===== config.mk =====
export PLATFORM = sky130hd
export DESIGN_NAME = ahb_sram_rmw_bridge
export DESIGN_NICKNAME = d
export VERILOG_FILES = /design/src/rtl/ahb_sram_rmw_bridge.sv
export SDC_FILE = /design/constraint.sdc
export NUM_CORES = 1
export LEC_CHECK = 0
export CORE_UTILIZATION = 30
export DETAILED_ROUTE_END_ITERATION = 8
export PLACE_DENSITY = 0.82
export REMOVE_ABC_BUFFERS = 1
export SYNTH_ARGS = -nofsm -noshare
export SYNTH_HDL_FRONTEND = slang
export SYNTH_SLANG_ARGS = --single-unit

===== constraint.sdc =====
create_clock -name CLK -period 2.1 [get_ports CLK]
set_input_delay 0.63 -clock CLK [delete_from_list [all_inputs] [get_ports CLK]]
set_output_delay 0.63 -clock CLK [all_outputs]
set_load 0.005 [all_outputs]

===== src/rtl/ahb_sram_rmw_bridge.sv =====
// AHB-Lite slave in front of a single-port 32-bit SRAM. Subword writes are done
// as a read-modify-write; misaligned or oversized transfers get a two-cycle ERROR.
module ahb_sram_rmw_bridge #(
  parameter int ADDR_BITS = 15
) (
  input  logic                   CLK,
  input  logic                   RST,
  input  logic                   HSEL,
  input  logic [ADDR_BITS+1:0]   HADDR,
  input  logic [1:0]             HTRANS,
  input  logic                   HWRITE,
  input  logic [2:0]             HSIZE,
  input  logic [31:0]            HWDATA,
  input  logic                   HREADY,
  output logic                   HREADYOUT,
  output logic [31:0]            HRDATA,
  output logic                   HRESP,
  output logic [ADDR_BITS-1:0]   A,
  output logic [31:0]            D,
  output logic                   BWE_n,
  output logic                   CE_n,
  input  logic [31:0]            Q
);

  localparam logic [2:0] S_IDLE   = 3'd0;
  localparam logic [2:0] S_WR     = 3'd1;
  localparam logic [2:0] S_RD1    = 3'd2;
  localparam logic [2:0] S_RD2    = 3'd3;
  localparam logic [2:0] S_RMW_RD = 3'd4;
  localparam logic [2:0] S_RMW_WR = 3'd5;
  localparam logic [2:0] S_ERR1   = 3'd6;
  localparam logic [2:0] S_ERR2   = 3'd7;

  logic [2:0]           state_reg;
  logic [2:0]           state_next;
  logic [ADDR_BITS+1:0] addr_q;
  logic [1:0]           size_q;
  logic                 write_q;

  logic                 capture;
  logic                 illegal;
  logic [2:0]           decoded_state;
  logic [3:0]           lane_en;
  logic [31:0]          merged;
  logic                 unused_htrans;

  // HTRANS[0] only separates SEQ from NONSEQ, which this slave treats alike.
  assign unused_htrans = HTRANS[0];

  assign capture = HSEL & HTRANS[1] & HREADY;

  assign illegal = (HSIZE > 3'd2)
                 | ((HSIZE == 3'd2) & (HADDR[1:0] != 2'b00))
                 | ((HSIZE == 3'd1) & HADDR[0]);

  always_comb begin
    decoded_state = S_RMW_RD;
    if (illegal) begin
      decoded_state = S_ERR1;
    end else if (!HWRITE) begin
      decoded_state = S_RD1;
    end else if (HSIZE == 3'd2) begin
      decoded_state = S_WR;
    end
  end

  // Byte lanes written from HWDATA; the rest keep the value just read from Q.
  generate
    for (genvar gi = 0; gi < 4; gi++) begin : g_lane
      localparam logic [1:0] LANE = 2'(gi);
      assign lane_en[gi] = (size_q == 2'd0) ? (addr_q[1:0] == LANE) :
                           (size_q == 2'd1) ? (addr_q[1] == LANE[1]) : 1'b1;
      assign merged[gi*8 +: 8] = lane_en[gi] ? HWDATA[gi*8 +: 8] : Q[gi*8 +: 8];
    end
  endgenerate

  // Completion states accept the next address phase; wait states just advance.
  always_comb begin
    state_next = state_reg;
    if (HREADYOUT) begin
      state_next = capture ? decoded_state : S_IDLE;
    end else begin
      case (state_reg)
        S_RD1:    state_next = S_RD2;
        S_RMW_RD: state_next = S_RMW_WR;
        S_ERR1:   state_next = S_ERR2;
        default:  state_next = S_IDLE;
      endcase
    end
  end

  always_ff @(posedge CLK) begin
    if (RST) begin
      state_reg <= S_IDLE;
      addr_q    <= '0;
      size_q    <= 2'd0;
      write_q   <= 1'b0;
    end else begin
      state_reg <= state_next;
      if (HREADYOUT && capture) begin
        addr_q  <= HADDR;
        size_q  <= HSIZE[1:0];
        write_q <= HWRITE;
      end
    end
  end

  always_comb begin
    HREADYOUT = 1'b1;
    HRDATA    = 32'h0;
    HRESP     = 1'b0;
    A         = addr_q[ADDR_BITS+1:2];
    D         = 32'h0;
    BWE_n     = 1'b1;
    CE_n      = 1'b1;
    case (state_reg)
      S_WR: begin
        CE_n  = 1'b0;
        BWE_n = ~write_q;
        D     = HWDATA;
      end
      S_RD1: begin
        CE_n      = 1'b0;
        HREADYOUT = 1'b0;
      end
      S_RD2: begin
        HRDATA = Q;
      end
      S_RMW_RD: begin
        CE_n      = 1'b0;
        HREADYOUT = 1'b0;
      end
      S_RMW_WR: begin
        CE_n  = 1'b0;
        BWE_n = ~write_q;
        D     = merged;
      end
      S_ERR1: begin
        HRESP     = 1'b1;
        HREADYOUT = 1'b0;
        A         = '0;
      end
      S_ERR2: begin
        HRESP = 1'b1;
        A     = '0;
      end
      default: begin
      end
    endcase
    // Reset must block the SRAM even mid-RMW, before the state register clears.
    if (RST) begin
      CE_n  = 1'b1;
      BWE_n = 1'b1;
    end
  end

endmodule


==> results of run 1 <==
-- final cells by class --
type | instances | share of cell area [%]
Timing Repair Buffer | 224 | 52.2
Sequential cell | 23 | 12.0
Multi-Input combinational cell | 203 | 32.0
Tap cell | 72 | 2.30
Clock inverter | 1 | 0.192
Inverter | 3 | 0.288
Clock buffer | 3 | 1.05
-- final timing paths --
check | endpoint | slack, ns | cells past startpoint
max | D[31] | -0.20 | 8
min | addr_q[16] | 0.45 | 2
max reg2reg | addr_q[4] | 0.59 | 7
min reg2reg | addr_q[16] | 0.45 | 2
-- metrics by stage --
stage | hold WS, ns | instances | cell area [µm²]
floorplan | 0.426 | 229 | 1680
global placement | 0.437 | 490 | 3690
detailed placement | 0.444 | 490 | 3690
CTS | 0.456 | 524 | 3870
global route | 0.468 | 529 | 3910
finish | 0.452 | 529 | 3910
-- power by group --
part           switching, mW  total (mW)  internal [mW]
registers            0.00957       0.463          0.453
logic                  0.167       0.467          0.301
clock network          0.152       0.287          0.135
-- per-layer routing --
| metal | GRT usage (%) | vias to the layer above | wire length (µm) |
|---|---|---|---|
| met3 | 5.12 | 19 | 494 |
| met5 | 0 | - | 0 |
| li1 | - | 1220 | - |
| met4 | 6.11 | 0 | 163 |
| met2 | 45.9 | 92 | 4120 |
| met1 | 26.6 | 1129 | 3040 |
-- Yosys cell counts (3+ instances only) --
cell / instances
a21oi_1: 23
mux2i_1: 32
o21ai_0: 3
nand2b_1: 3
and2_1: 47
inv_1: 3
nand2_1: 42
nor2_1: 35
nor2b_1: 3
dfxtp_1: 23
buf_2: 3
clkbuf_1: 12
-- what timing repair did --
| item | in CTS | in global routing |
|---|---|---|
| cloned | 2 | 1 |
| hold endpoints to repair | 0 | 0 |
| setup buffers | 28 | 4 |
| setup endpoints to repair | 83 | 70 |
| resized for setup | 266 | 48 |
| pin swaps | 4 | 6 |
-- cells in the final DEF (no fill, tap or decap), drive strengths merged, types with 6 or more instances in the layout --
cell,n
dlygate4sd2,7
nor2,35
mux2i,32
dfxtp,23
nand2,42
clkbuf,16
buf,99
clkdlybuf4s15,18
and2,47
a21oi,23
clkdlybuf4s50,85
o21ai,6
-- kinds of logic after synthesis --
kind of cell | after synthesis | share of synthesized area [%]
multiplexers | 32 | 18.3
flip-flops | 23 | 26.3
buffers and inverters | 19 | 4.72
AND/OR/NAND/NOR | 138 | 38.8
AO/OA/AOI/OAI | 33 | 11.8
-- worst reg2reg max path: cells and delay by family (launching register included) --
kind                   cells  cell delay (ns)
AO/OA/AOI/OAI              2             0.32
buffers and inverters      3             0.43
flip-flops                 1             0.33
AND/OR/NAND/NOR            2             0.34
==> qor.yml, run 1 <==
floorplan:
  ios: 174
  rows: 27
  die_h_um: 78.4
  die_w_um: 78.4
  coreArea_mm2: 0.00557
  die_area_mm2: 0.00614
  initial_utilization_pct: 31.4
yosys:
  ys_ff_latch: 23
  synth-edff-count: 0
  synth_area_leaders: "dfxtp_1 26%, mux2i_1 18%, and2_1 17%"
  ys_types: 25
  syn_area_per_cell_um2: 7.14
  ys_warn_count: 0
  syn_area_mm2: 0.00175
  synthFlopType: "dfxtp_1"
  synth-seq-area-share_pct: 26.3
  synthDominantCellAreaShare_pct: 26.3
  syn_inst: 245
  synth_top_cell_by_area: "dfxtp_1"
  async_flop_share_pct: 0
timing:
  fin_ws_ns: -0.203
  drv_slew: 0
  finalHoldViolations: 0
  slew_headroom_pct: 77.1
  worst_slew_pin_slew_ns: 0.343
  max_clock_freq_mhz: 434
  fin_crit_sh_pct: 110
  skew_ns: 0.0108
  rsz0062_at_grt: "true"
  setup-violations-final: 31
  min_period_ns: 2.30
  fin_setup_tns_ns: -4.11
drt:
  wire_per_inst_um: 14.8
  dr.first_iter.drc_count: 64
  ant_nets: 0
  detail_route.first_pass.iterations: 4
  via_count: 2460
  drc: 0
  vias_per_cell: 4.65
  drt-total-wl_mm: 7.82
status:
  status: "complete, but fails checks"
  violations: "setup timing"
critical_path:
  crit_family: "buffers and inverters"
  reg2reg_from: "state_reg[2]"
  arrival_ns: 1.67
  slowest_delay_ns: 0.33
  crit_fanout: 6
  crit_buf_inv: 4
  worstSetupPathType: "reg -> out"
  startpoint: "size_q[1]"
  crit_required_ns: 1.47
  critPathCaptureType: "primary output"
  crit_chain: "and2b_2, buf_6, o21ai_4, buf_12, buf_4, mux2i_2, nor2_1, buf_2"
  cp_slowest_cell: "dfxtp_2"
  cp-start-kind: "register"
layout:
  antenna_cells: 0
  largest_register_ffs: 17
  fill_cells: 512
  nets: 549
  final_util_pct: 70.2
  final-seq-area_um2: 468
  multiInputGateArea_mm2: 0.00125
  drive_gt1_share_pct: 30.4
  area_growth_pct: 124
global_routing:
  grt_pass1_vias: 2436
  track_usage_pct: 24.0
  overflow: 0
  antenna_found_initial: 0
  grt_max_degree: 33
  grt_first_pass_wirelength_mm: 11.7
place:
  gp_congestion: 0.834
  place_ws_ns: -0.580
  io_buffer_count: 172
  dp_hpwl_mm: 5.45
pwr:
  p_leak_nw: 1.94
  max-vdd-ir-drop_mv: 0.450
  p_per_area_mw_per_mm2: 311
  p_total_mw: 1.22
hold_path:
  hp-class: "reg -> reg"
  hold_start: "addr_q[16]"
cts:
  holdBufCountCts: 0
  clock-sinks: 23
  clockRootBuffer: "clkbuf_8"
  cts_buffers: 3
  clockBufferDepth: 2
  cts_tree: "done"
  clk_latency_ns: 0.27
  clkTransAtPathRegs_ns: 0.09
  htreeDepth: 1
flow_run:
  cap_violations: 0
No activity file was read; power rests on OpenSTA's default activity.
==> run 2: changes to the inputs <==
Settings changed: CORE_UTILIZATION 30 to 32, PLACE_DENSITY 0.82 to 0.87.
Clock period 2.1 ns to 2.9 ns, I/O delays scaled along.
==> run 2 against run 1 <==
  * The flow now finishes without violations
  * Via count down 7.2%
  * Utilization is 0.33 points lower
  * Non-clock buffer count fell by 46
  * Die area fell by 6.1%
  * Critical path type is now in -> out
==> qor.yml, run 2 (synthesis gave the netlist of run 1 again) <==
status:
  status: "finished clean"  # was complete, but fails checks
pwr:
  max-vdd-ir-drop_mv: 0.330  # was 0.450 mV
  seqPwrFrac_pct: 40.7  # was 38.0%
  switching_power_uw: 213  # was 328 µW
  p_int_uw: 611  # was 889 µW
  p_per_area_mw_per_mm2: 228  # was 311 mW/mm²
  p_leak_nw: 1.83  # was 1.94 nW
  sw_frac_of_total_pct: 25.8  # was 27.0%
  comb_power_share_pct: 35.0  # was 38.4%
  power_frac_clock_pct: 24.2  # was 23.6%
layout:
  drive_gt1_share_pct: 4.87  # was 30.4%
  antenna_cells: 0  # unchanged
  fill_cells: 433  # was 512
  fin_area_mm2: 0.00361  # was 0.00391 mm²
  final_common_cell: "clkdlybuf4s50_1"  # unchanged
  area_growth_pct: 107  # was 124%
  fin_cells: 481  # was 529
  final_util_pct: 69.9  # was 70.2%
  nets: 503  # was 549
  final-seq-area_um2: 465  # was 468 µm²
  mostFrequentLayoutCells: "137 x clkdlybuf4s50_1, 47 x and2_1, 42 x nand2_1, 35 x nor2_1, 32 x mux2i_1"  # was 85 x clkdlybuf4s50_1, 48 x buf_2, 44 x and2_1, 40 x nand2_1, 33 x nor2_1
  multiInputGateArea_mm2: 0.00122  # was 0.00125 mm²
  largest_register_ffs: 17  # unchanged
critical_path:
  crit_buf_inv: 2  # was 4
  worstSetupPathType: "in -> out"  # was reg -> out
  crit_required_ns: 2.03  # was 1.47 ns
  crit_chain: "clkdlybuf4s50_1, mux2i_1, nor2_1, clkdlybuf4s50_1"  # was and2b_2, buf_6, o21ai_4, buf_12, buf_4, mux2i_2, nor2_1, buf_2
  cp-start-kind: "primary input"  # was register
  cp_slowest_cell: "clkdlybuf4s50_1"  # was dfxtp_2
  slowest_delay_ns: 0.50  # was 0.33 ns
  crit_fanout: 2  # was 6
  crit_family: "buffers and inverters"  # unchanged
  critPathMostFrequentCell: "clkdlybuf4s50_1"
  reg2reg_slack_ns: 1.39  # was 0.59 ns
  critPathCaptureType: "primary output"  # unchanged
  arrival_ns: 2.01  # was 1.67 ns
place:
  io_buffer_count: 172  # unchanged
  gp_congestion: 0.816  # was 0.834
  dp_hpwl_mm: 5.19  # was 5.45 mm
  place_inst: 477  # was 490
  placed_cell_area_mm2: 0.00353  # was 0.00369 mm²
cts:
  cts_tree: "done"  # unchanged
  holdBufCountCts: 0  # unchanged
  cts_setup_buffers: 0  # was 28
  htreeDepth: 1  # unchanged
  clockBufferDepth: 2  # unchanged
  clkTransAtPathRegs_ns: 0.08  # was 0.09 ns
  clk_latency_ns: 0.26  # was 0.27 ns
  clockRootBuffer: "clkbuf_8"  # unchanged
  cts_buffers: 3  # unchanged
  clock-sinks: 23  # unchanged
floorplan:
  rows: 26  # was 27
  coreArea_mm2: 0.00517  # was 0.00557 mm²
  ios: 174  # unchanged
  die_w_um: 75.9  # was 78.4 µm
  initial_utilization_pct: 33.8  # was 31.4%
  die_h_um: 75.9  # was 78.4 µm
  die_area_mm2: 0.00577  # was 0.00614 mm²
timing:
  min_period_ns: 2.88
  max_clock_freq_mhz: 347
  finalHoldViolations: 0  # unchanged
  fin_crit_sh_pct: 99.3
  setup-violations-final: 0  # was 31
  rsz0062_at_grt: "true"  # unchanged
  worst_slew_pin_slew_ns: 0.764  # was 0.343 ns
  slew_headroom_pct: 49.1  # was 77.1%
  timing.hold.ws_ns: 0.454  # was 0.452 ns
  drv_slew: 0  # unchanged
  skew_ns: 0.00597  # was 0.0108 ns
drt:
  drt-total-wl_mm: 6.75  # was 7.82 mm
  detail_route.first_pass.iterations: 4  # unchanged
  vias_per_cell: 4.74  # was 4.65
  wire_per_inst_um: 14.0  # was 14.8 µm
  drc: 0  # unchanged
  dr.first_iter.drc_count: 77  # was 64
  via_count: 2282  # was 2460
  ant_nets: 0  # unchanged
flow_run:
  cap_violations: 0  # unchanged
global_routing:
  grt_first_pass_wirelength_mm: 10.9  # was 11.7 mm
  overflow: 0  # unchanged
  track_usage_pct: 22.8  # was 24.0%
  grt_pass1_vias: 2215  # was 2436
  grt_max_degree: 33  # unchanged
  antenna_found_initial: 0  # unchanged
hold_path:
  hp-class: "reg -> reg"  # unchanged
## run 2: cell types whose count changed in the layout (fill, tap and decap cells not counted), sizes merged
cell,before,now
clkinv,0,1
clkdlybuf4s50,85,137
buf,99,6
dlymetal6s2s,2,17
dlygate4sd2,7,18
clkdlybuf4s15,18,0
clkinvlp,1,0
clkbuf,16,3
## run 2: path summary, 6_finish.rpt
path | from | endpoint | cells past startpoint
setup reg to reg | state_reg[0] | addr_q[16] | 4
hold reg to reg | addr_q[6] | addr_q[6] | 2
hold / removal | addr_q[6] | addr_q[6] | 2
setup / recovery | Q[15] | D[15] | 4
## run 2: area by class of cell
class / count / share of cell area (%)
timing repair buffer: 178 / 49.4
multi-input combinational: 203 / 33.7
sequential: 23 / 12.9
tap: 70 / 2.42
clock buffer: 3 / 1.14
inverter: 3 / 0.312
clock inverter: 1 / 0.138
## run 2: power groups by stage
stage               combinational, mW  clock [mW]  sequential, mW
floorplan                      0.0901           0           0.341
global placement                0.290           0           0.343
detailed placement              0.295           0           0.343
CTS                             0.290       0.202           0.336
global route                    0.314       0.221           0.338
finish                          0.288       0.199           0.336
## run 2: repair_timing
item,in CTS,in global routing
endpoints found under the setup margin,22,18
pin swaps,1,2
gates resized for setup,19,22
## run 2: per-stage QoR
stage | power, mW | setup WS [ns] | TNS (ns)
CTS | 0.828 | 0.00128 | 0
global placement | 0.633 | -0.266 | -0.550
finish | 0.824 | 0.0194 | 0
detailed placement | 0.638 | -0.265 | -0.698
global route | 0.874 | -0.0600 | -0.0600
floorplan | 0.431 | 0.561 | 0
## run 2: worst min-delay path: stages, from the launching register on
cell,delay [ns]
dfxtp_1,0.31
nand2_1,0.05
a21oi_1,0.05
## run 2: metal layers
layer	share of wire [%]	up-vias	track usage (%)
met5	0	-	0
met4	3.1	0	8.46
met3	6.4	23	6.02
met2	51	99	40.9
met1	40	1029	25.8
li1	-	1131	-
==> run 3: changes to the inputs <==
Settings changed: CTS_CLUSTER_SIZE set to 14.
==> results of run 3 <==
Final layout, timing and power as in run 2 (identical DEF).
